**src/rtl/multicycle_ctrl_fsm.sv**
```systemverilog
// ---------------------------------------------------------------------------
// multicycle_ctrl_fsm
//
// Main sequencer for the multicycle processor. It steps the shared ALU,
// memory port and register file through FETCH, DECODE and then an
// instruction-specific path. It also owns the NZCV flag register, evaluates
// the condition field once per instruction, and gates every architectural
// write enable with that result.
//
// Ports
//   clk        in   single clock, all state changes on the rising edge
//   reset      in   synchronous, active-low
//   Op         in   Instr[27:26]
//   Funct      in   Instr[25:20]: [5] I, [4:1] cmd, [0] S (data) / L (memory)
//   Cond       in   Instr[31:28]
//   ALUFlags   in   N, Z, C, V from the ALU for the current cycle
//   IRWrite    out  instruction register load
//   AdrSrc     out  memory address select (0 PC, 1 ALUOut)
//   ALUSrcA    out  ALU A select (0 RD1, 1 PC)
//   ALUSrcB    out  ALU B select (00 RD2, 01 ExtImm, 10 constant 4)
//   ResultSrc  out  result select (00 ALUOut, 01 Data, 10 ALUResult)
//   ALUControl out  000 ADD, 001 SUB, 010 AND, 011 ORR
//   PCWrite    out  PC load
//   RegWrite   out  register file write
//   MemWrite   out  data memory write
//   State      out  current state encoding, debug only
// ---------------------------------------------------------------------------
module multicycle_ctrl_fsm (
  input  logic       clk,
  input  logic       reset,
  input  logic [1:0] Op,
  input  logic [5:0] Funct,
  input  logic [3:0] Cond,
  input  logic [3:0] ALUFlags,
  output logic       IRWrite,
  output logic       AdrSrc,
  output logic       ALUSrcA,
  output logic [1:0] ALUSrcB,
  output logic [1:0] ResultSrc,
  output logic [2:0] ALUControl,
  output logic       PCWrite,
  output logic       RegWrite,
  output logic       MemWrite,
  output logic [3:0] State
);

  typedef enum logic [3:0] {
    FETCH    = 4'd0,
    DECODE   = 4'd1,
    MEMADR   = 4'd2,
    MEMREAD  = 4'd3,
    MEMWB    = 4'd4,
    MEMWRITE = 4'd5,
    EXECUTER = 4'd6,
    EXECUTEI = 4'd7,
    ALUWB    = 4'd8,
    BRANCH   = 4'd9
  } ctrlState_e;

  localparam logic [3:0] CMD_AND = 4'b0000;
  localparam logic [3:0] CMD_SUB = 4'b0010;
  localparam logic [3:0] CMD_ADD = 4'b0100;
  localparam logic [3:0] CMD_CMP = 4'b1010;
  localparam logic [3:0] CMD_ORR = 4'b1100;

  localparam logic [1:0] OP_DP  = 2'b00;
  localparam logic [1:0] OP_MEM = 2'b01;
  localparam logic [1:0] OP_BR  = 2'b10;

  ctrlState_e state_q;
  ctrlState_e state_d;
  ctrlState_e decState;

  logic [3:0] flags_q;
  logic [3:0] flags_d;
  logic       condReg_q;
  logic       condReg_d;

  logic       flagN;
  logic       flagZ;
  logic       flagC;
  logic       flagV;
  logic       condEx;

  logic [3:0] cmd;
  logic       sBit;
  logic [2:0] dpAluCtrl;
  logic       noWrite;
  logic       updAll;
  logic       updNz;

  logic       irW;
  logic       nextPc;
  logic       branch;
  logic       regW;
  logic       memW;
  logic       aluOp;

  logic       isExecute;
  logic       isMemWb;

  assign {flagN, flagZ, flagC, flagV} = flags_q;
  assign cmd  = Funct[4:1];
  assign sBit = Funct[0];

  assign isExecute = (state_q == EXECUTER) || (state_q == EXECUTEI);
  assign isMemWb   = (state_q == MEMWB);

  // State, flag and condition registers. Reset is synchronous so an
  // instruction caught mid-flight is simply abandoned on the reset edge and
  // the next released cycle starts a clean FETCH.
  always_ff @(posedge clk) begin
    if (!reset) begin
      state_q   <= FETCH;
      flags_q   <= 4'b0000;
      condReg_q <= 1'b0;
    end else begin
      state_q   <= state_d;
      flags_q   <= flags_d;
      condReg_q <= condReg_d;
    end
  end

  // Next-state sequencing. Illegal encodings fall through to the default
  // and recover to FETCH; the undefined opcode also returns to FETCH after
  // DECODE without touching anything.
  always_comb begin
    state_d = FETCH;
    case (state_q)
      FETCH: begin
        state_d = DECODE;
      end
      DECODE: begin
        case (Op)
          OP_MEM:  state_d = MEMADR;
          OP_DP:   state_d = Funct[5] ? EXECUTEI : EXECUTER;
          OP_BR:   state_d = BRANCH;
          default: state_d = FETCH;
        endcase
      end
      MEMADR: begin
        state_d = Funct[0] ? MEMREAD : MEMWRITE;
      end
      MEMREAD: begin
        state_d = MEMWB;
      end
      EXECUTER, EXECUTEI: begin
        state_d = ALUWB;
      end
      default: begin
        state_d = FETCH;
      end
    endcase
  end

  // Condition evaluation against the committed flags. The result is only
  // captured at the end of DECODE; holding it for the rest of the
  // instruction means an S-suffixed instruction cannot flip its own
  // predicate when it updates the flags in EXECUTE.
  always_comb begin
    condEx = 1'b0;
    case (Cond)
      4'b0000: condEx = flagZ;
      4'b0001: condEx = ~flagZ;
      4'b0010: condEx = flagC;
      4'b0011: condEx = ~flagC;
      4'b0100: condEx = flagN;
      4'b0101: condEx = ~flagN;
      4'b0110: condEx = flagV;
      4'b0111: condEx = ~flagV;
      4'b1000: condEx = flagC & ~flagZ;
      4'b1001: condEx = ~flagC | flagZ;
      4'b1010: condEx = (flagN == flagV);
      4'b1011: condEx = (flagN != flagV);
      4'b1100: condEx = ~flagZ & (flagN == flagV);
      4'b1101: condEx = flagZ | (flagN != flagV);
      4'b1110: condEx = 1'b1;
      default: condEx = 1'b0;
    endcase
  end

  always_comb begin
    condReg_d = condReg_q;
    if (state_q == DECODE) begin
      condReg_d = condEx;
    end
  end

  // Data-processing command decode. NoWrite is derived from cmd alone
  // rather than from the ALUOp path because it has to be valid in ALUWB,
  // where the ALU itself is idle. CMP and any unsupported command suppress
  // the register write; unsupported commands also leave the flags alone.
  always_comb begin
    dpAluCtrl = 3'b000;
    noWrite   = 1'b0;
    updAll    = 1'b0;
    updNz     = 1'b0;
    case (cmd)
      CMD_ADD: begin
        dpAluCtrl = 3'b000;
        updAll    = 1'b1;
      end
      CMD_SUB: begin
        dpAluCtrl = 3'b001;
        updAll    = 1'b1;
      end
      CMD_AND: begin
        dpAluCtrl = 3'b010;
        updNz     = 1'b1;
      end
      CMD_ORR: begin
        dpAluCtrl = 3'b011;
        updNz     = 1'b1;
      end
      CMD_CMP: begin
        dpAluCtrl = 3'b001;
        noWrite   = 1'b1;
        updAll    = 1'b1;
      end
      default: begin
        dpAluCtrl = 3'b000;
        noWrite   = 1'b1;
      end
    endcase
  end

  // Flag register update. ALUFlags are taken at the end of the EXECUTE
  // cycle, only for S-suffixed instructions whose condition passed. Logical
  // operations refresh N and Z but keep the previous carry and overflow.
  always_comb begin
    flags_d = flags_q;
    if (isExecute && sBit && condReg_q) begin
      if (updAll) begin
        flags_d = ALUFlags;
      end else if (updNz) begin
        flags_d[3:2] = ALUFlags[3:2];
      end
    end
  end

  // While reset is held the datapath controls are decoded as if in FETCH,
  // so the muxes sit at their fetch settings regardless of where the
  // sequencer was when reset arrived.
  assign decState = reset ? state_q : FETCH;

  // Moore decode of the datapath controls and the ungated write requests.
  // Everything starts at zero so states that only need a few fields set
  // stay short.
  always_comb begin
    irW       = 1'b0;
    AdrSrc    = 1'b0;
    ALUSrcA   = 1'b0;
    ALUSrcB   = 2'b00;
    ResultSrc = 2'b00;
    aluOp     = 1'b0;
    nextPc    = 1'b0;
    branch    = 1'b0;
    regW      = 1'b0;
    memW      = 1'b0;
    case (decState)
      FETCH: begin
        irW       = 1'b1;
        ALUSrcA   = 1'b1;
        ALUSrcB   = 2'b10;
        ResultSrc = 2'b10;
        nextPc    = 1'b1;
      end
      DECODE: begin
        ALUSrcA   = 1'b1;
        ALUSrcB   = 2'b10;
        ResultSrc = 2'b10;
      end
      MEMADR: begin
        ALUSrcB   = 2'b01;
      end
      MEMREAD: begin
        AdrSrc    = 1'b1;
      end
      MEMWB: begin
        ResultSrc = 2'b01;
        regW      = 1'b1;
      end
      MEMWRITE: begin
        AdrSrc    = 1'b1;
        memW      = 1'b1;
      end
      EXECUTER: begin
        aluOp     = 1'b1;
      end
      EXECUTEI: begin
        ALUSrcB   = 2'b01;
        aluOp     = 1'b1;
      end
      ALUWB: begin
        regW      = 1'b1;
      end
      BRANCH: begin
        ALUSrcB   = 2'b01;
        ResultSrc = 2'b10;
        branch    = 1'b1;
      end
      default: begin
        irW       = 1'b0;
      end
    endcase
  end

  assign ALUControl = aluOp ? dpAluCtrl : 3'b000;

  // Architectural write enables. Conditional writes use the predicate
  // captured in DECODE; loads ignore NoWrite because the cmd bits of a
  // memory instruction are not a data-processing command. Every enable is
  // killed while reset is low so an aborted instruction commits nothing.
  assign IRWrite  = reset & irW;
  assign PCWrite  = reset & (nextPc | (branch & condReg_q));
  assign RegWrite = reset & regW & condReg_q & ~(noWrite & ~isMemWb);
  assign MemWrite = reset & memW & condReg_q;

  assign State = state_q;

endmodule

```
**config.mk**
```make
export PLATFORM = sky130hd
export DESIGN_NAME = multicycle_ctrl_fsm
export DESIGN_NICKNAME = d
export VERILOG_FILES = /design/src/rtl/multicycle_ctrl_fsm.sv
export SDC_FILE = /design/constraint.sdc
export NUM_CORES = 1
export LEC_CHECK = 0
export ABC_AREA = 1
export BUFFER_PORTS_ARGS = -buffer_cell sky130_fd_sc_hd__clkbuf_2
export CAP_MARGIN = 10
export CORE_UTILIZATION = 46
export DETAILED_ROUTE_END_ITERATION = 8
export HOLD_SLACK_MARGIN = 0.03
export PLACE_DENSITY_LB_ADDON = 0.25
export SLEW_MARGIN = 20
export SYNTH_ARGS = -nofsm -noshare
export SYNTH_HDL_FRONTEND = slang
export SYNTH_SLANG_ARGS = --single-unit
```
**constraint.sdc**
```tcl
create_clock -name clk -period 1.5 [get_ports clk]
set_input_delay 0 -clock clk [delete_from_list [all_inputs] [get_ports clk]]
set_output_delay 0 -clock clk [all_outputs]
set_load 0.1 [all_outputs]
```
==> impl_metrics.tcl, run 1 <==
set metrics [dict create \
    hold_viol_final 0 \
    worstPathMaxFanout 5 \
    syn-num-nets 161 \
    max_freq_ghz 0.6657 \
    synth_ff_type "dfxtp_1" \
    start_util 0.5111 \
    worst-endpoint-required_ns 1.50 \
    drv_cap 0 \
    regArea_sq_um 195.2 \
    drtAntennaViolNets 0 \
    yosys-top-cells-area "dfxtp_1 (22%), nand2_1 (20%), nor2_1 (8.9%)" \
    synth_top_area_cell "dfxtp_1" \
    wl_microns 3290 \
    first_iter_violations 85 \
    fin_util 0.8937 \
    fill_cells 79 \
    overflow 0 \
    die_y_microns 43.86 \
    crit_path_end_kind "output port" \
    clk_pin_slew_ns 0.07 \
    fin_cells 205 \
    slew_headroom 0.6346 \
    multiInputGateArea_sq_um 643.1 \
    leakage_nw 0.6720 \
    clock-sinks 9 \
    root_buffer "clkbuf_4" \
    cp.arrival_ns 1.50 \
    numCtsBuffers 3 \
    synthArstFlopShare 0 \
    syn_avg_cell_area_sq_um 5.635 \
    core_area_sq_um 1577 \
    yosysTopAreaCellShare 0.2236 \
    drt_pass1_iterations 7 \
    yosys_warnings 0 \
    clk_path_buf_depth 2 \
    synth_seq_cells 9 \
    wl_per_cell_microns 16.05 \
    grt_start_max_net_pins 16 \
    antenna_cells 0 \
    yosys-top-cells-count "nand2_1 (43), nor2_1 (19), inv_1 (13)" \
    drv_slew 0 \
    yosysUniqueCellTypes 29 \
    synth_cells 143 \
    grt_setup_unrepaired "yes" \
    fin_nets 208 \
    status "finished with violations" \
    clk_latency_ns 0.28 \
    antenna_found_initial 0 \
    grt_use_total 0.3191 \
    power_density_nw_per_um2 670.3 \
    start_kind "flop" \
    h-tree-depth 1 \
    vias 1185 \
    peakVddDrop_mv 0.7840 \
    globalplace.congestion 0.9179 \
    syn_to_final_growth_pct 74.84 \
    violations "DRC, setup timing" \
    die_w_microns 43.86 \
    synth_most_common_cell "nand2_1" \
    finClkSkew_ns 0.0007874 \
    setup-violations-final 1 \
    cts_tree "yes" \
    first_global_vias 1064 \
    die_area_sq_um 1923 \
    min_period_ns 1.502 \
    critPathKind "flop to output port" \
    syn_area_sq_um 805.8 \
    io_buffers 33 \
    fin_ws_ns -0.002203 \
    drc 2 \
    drive_above_1_share 0.3810 \
    min_path_type "input pin to flop" \
    viasPerCell 5.780 \
    dpl.hpwl_microns 1918 \
    rows 14 \
    pin_count 35 \
    grt_pass1_wl_microns 4554 \
    yosysSeqAreaShare 0.2236 \
    synth_edf_count 0 \
    worst_pin_slew_ns 0.5504 \
    finalCritPeriodShare 1.001 \
    dp_cells 191 \
]
flip-flops by register name (all words and copies together), names as in the netlist:
name       count
State          4
flags_q        4
condReg_q      1
where the power goes:
part           internal (mW)  switching (mW)  leakage (nW)
Combinational          0.141           0.329         0.581
Clock                  0.103           0.105        0.0150
Sequential             0.248          0.0185        0.0759
placed cells by master, fill, tap and decap left out, drive strengths merged, types with 2 or more instances in the layout:
cell | synthesis | final
nand2 | 46 | 46
clkbuf | 0 | 25
nor2 | 22 | 22
inv | 19 | 19
buf | 2 | 17
nand3 | 11 | 11
o21ai | 10 | 10
a21oi | 9 | 9
dfxtp | 9 | 9
dlygate4sd3 | 0 | 6
nand4 | 2 | 2
a31oi | 2 | 2
nor3 | 2 | 2
per-stage QoR:
stage | hold slack, ns | setup TNS (ns) | instance area (sq um) | total power [mW] | setup WS (ns)
6_report | 0.03564 | -0.002203 | 1409 | 0.9443 | -0.002203
5_1_grt | 0.05375 | -0.08612 | 1409 | 0.9696 | -0.05399
4_1_cts | 0.03427 | 0 | 1365 | 0.9030 | 0.002612
3_5_place_dp | 0.2215 | 0 | 1279 | 0.6988 | 0.2886
3_3_place_gp | 0.1959 | 0 | 1279 | 0.6904 | 0.3198
2_1_floorplan | 0.09102 | -0.2376 | 918.4 | 0.5673 | -0.1553
final timing paths:
path	from	endpoint	slack [ns]	cells after the start
hold / removal	Funct[5]	State[0]	0.04	3
hold reg to reg	flags_q[1]	flags_q[1]	0.54	2
setup reg to reg	State[2]	flags_q[3]	0.16	10
setup / recovery	State[2]	ALUSrcB[0]	-0.002	7
kinds of logic after synthesis:
logic type | after synthesis | synth area share
AO/OA/AOI/OAI | 25 | 0.1755
flip-flops | 9 | 0.2236
buffers and inverters | 22 | 0.1087
AND/OR/NAND/NOR | 86 | 0.4876
other | 1 | 0.004654
what timing repair did:
| item | in CTS | in global routing |
|---|---|---|
| endpoints found under the hold margin | 5 | 1 |
| endpoints found under the setup margin | 1 | 7 |
| buffers inserted | 1 | 3 |
| hold buffers | 5 | 1 |
| gates resized for setup | 1 | 3 |
| pin swaps | 1 | 2 |
final cells by class:
| type | instances | share of cell area |
|---|---|---|
| Inverter | 20 | 0.05506 |
| Sequential cell | 9 | 0.1385 |
| Tap cell | 16 | 0.01421 |
| Clock buffer | 4 | 0.01865 |
| Timing Repair Buffer | 44 | 0.3171 |
| Multi-Input combinational cell | 112 | 0.4565 |
per-layer routing:
layer,vias to the layer above,GRT usage,share of wire
met5,-,0,0
met3,13,0.09167,0.064
met4,0,0.1091,0.032
met1,546,0.3175,0.36
met2,64,0.6209,0.55
li1,562,-,-
critical path, cell delays in order (launching register included):
cell and delay, ns:
dfxtp_4 0.38, inv_4 0.05, nor2_4 0.14, nand2_2 0.10, o21ai_1 0.16, nand2_1 0.12, nand2_2 0.09, buf_12 0.17
No activity file was read; power rests on OpenSTA's default activity.
==> run 2, diff against run 1 <==
--- a/config.mk
+++ b/config.mk
@@ -12,6 +12,7 @@
 export DETAILED_ROUTE_END_ITERATION = 8
 export HOLD_SLACK_MARGIN = 0.03
 export PLACE_DENSITY_LB_ADDON = 0.25
+export SKIP_CTS_REPAIR_TIMING = 1
 export SLEW_MARGIN = 20
 export SYNTH_ARGS = -nofsm -noshare
 export SYNTH_HDL_FRONTEND = slang
==> impl_metrics.tcl, run 2 (same netlist as run 1, synthesis figures left out) <==
set metrics [dict create \
    status "finished with violations" \
    violations "DRC, setup timing" \
    wl_met2_microns 1525 \
    cts_tree "yes" \
    drv_slew 0 \
    first_global_vias 964 \
    r2r-end "condReg_q" \
    mostFrequentLayoutCell "nand2_1" \
    setup-violations-final 2 \
    core_area_sq_um 1577 \
    path_buf_inv 2 \
    route.met3.wl_microns 129 \
    power_density_nw_per_um2 667.2 \
    numCtsBuffers 3 \
    total_power_mw 0.9174 \
    crit_family "simple AND/OR/NAND/NOR gates" \
    grt_pass1_wl_microns 3739 \
    grt_use_total 0.2572 \
    max_freq_ghz 0.6514 \
    root_buffer "clkbuf_4" \
    r2r_cells 5 \
    fin_util 0.8722 \
    fin_cells 202 \
    slew_headroom 0.6419 \
    path_cells "inv_4 > nor2_4 > nand2_1 > o21ai_1 > nand2_1 > nand2_2 > buf_12" \
    clk_latency_ns 0.27 \
    p_comb_frac 0.493 \
    p_clk_frac 0.220 \
    cp_common_cell "nand2_1" \
    wl_microns 2682 \
    min_period_ns 1.535 \
    pin_count 35 \
    r2r_slack_ns 0.27 \
    antenna_found_initial 0 \
    endpoint "ALUSrcB[0]" \
    place_ws_ns 0.2886 \
    antenna_cells 0 \
    leakage_nw 0.6524 \
    vias 1085 \
    min_path_type "input pin to flop" \
    drv_cap 0 \
    worst-endpoint-required_ns 1.50 \
    drt-met1-wl_microns 1014 \
    dpl.hpwl_microns 1918 \
    first_iter_violations 43 \
    die_y_microns 43.86 \
    crit_path_end_kind "output port" \
    p_int_mw 0.4867 \
    drive_above_1_share 0.3656 \
    rr_startpoint "State[2]" \
    rows 14 \
    h-tree-depth 1 \
    seqPwrFrac 0.287 \
    fin_hold_ws_ns 0.04041 \
    grt_start_max_net_pins 16 \
    worstPathMaxFanout 5 \
    clk_pin_slew_ns 0.06 \
    dr.max_layer_used "met4" \
    slowest_delay_ns 0.37 \
    critPathLaunch "State[2]" \
    overflow 0 \
    grt_setup_unrepaired "yes" \
    globalplace.congestion 0.9179 \
    die_w_microns 43.86 \
    cp.arrival_ns 1.54 \
    drt_pass1_iterations 6 \
    netSwitchingFraction 0.4695 \
    tns_ns -0.05970 \
    fin_nets 205 \
    syn_to_final_growth_pct 70.65 \
    switchingPower_mw 0.4307 \
    final_cell_mix "nand2_1 (42), clkbuf_2 (21), nor2_1 (16), inv_1 (13), buf_12 (12)" \
    peakVddDrop_mv 0.6604 \
    drtAntennaViolNets 0 \
    die_area_sq_um 1923 \
    wl_per_cell_microns 13.28 \
    finClkSkew_ns 0.004015 \
    finalInstanceArea_sq_um 1375 \
    clock-sinks 9 \
    finalCritPeriodShare 1.024 \
    place_area_sq_um 1279 \
    drc 2 \
    io_buffers 33 \
    worst_pin_slew_ns 0.5394 \
    critPathKind "flop to output port" \
    fin_ws_ns -0.03526 \
    slowest_stage "dfxtp_4" \
    dp_cells 191 \
    viasPerCell 5.371 \
    hold_viol_final 0 \
    clk_path_buf_depth 2 \
    start_kind "flop" \
    crit_cells 7 \
    start_util 0.5111 \
]
run 2: layout make-up:
| type | instances | area (sq um) |
|---|---|---|
| timing repair buffer | 41 | 420.4 |
| multi-input combinational | 112 | 635.6 |
| clock buffer | 4 | 26.28 |
| fill | 93 | 201.4 |
| tap | 16 | 20.02 |
| sequential | 9 | 195.2 |
| inverter | 20 | 77.57 |
run 2: layer usage:
layer | GRT usage | vias to the layer above
met1 | 0.2657 | 495
met3 | 0.06667 | 2
met5 | 0 | -
li1 | - | 553
met4 | 0.04848 | 0
met2 | 0.5134 | 35
run 2: worst min path at each step:
stage / startpoint / end / slack [ns] / cells past startpoint
2_1_floorplan: Op[0] / State[3] / 0.09 / 1
4_1_cts: Op[0] / State[3] / -0.06 / 2
6_report: Op[1] / State[3] / 0.04 / 3
5_1_grt: Op[1] / State[3] / 0.04 / 3
3_3_place_gp: Op[0] / State[3] / 0.20 / 2
3_5_place_dp: Op[0] / State[3] / 0.22 / 2
run 2: power groups by stage:
stage / clock (mW) / sequential [mW] / combinational, mW
2_1_floorplan: 0 / 0.320 / 0.247
3_3_place_gp: 0 / 0.267 / 0.424
3_5_place_dp: 0 / 0.268 / 0.431
4_1_cts: 0.196 / 0.262 / 0.433
5_1_grt: 0.212 / 0.264 / 0.473
6_report: 0.202 / 0.263 / 0.452
run 2: tightest hold or removal path, delay by kind of cell:
family                 cells  cell delay [ns]
AOI/OAI and AO/OA          1             0.08
buffers and inverters      2             0.19
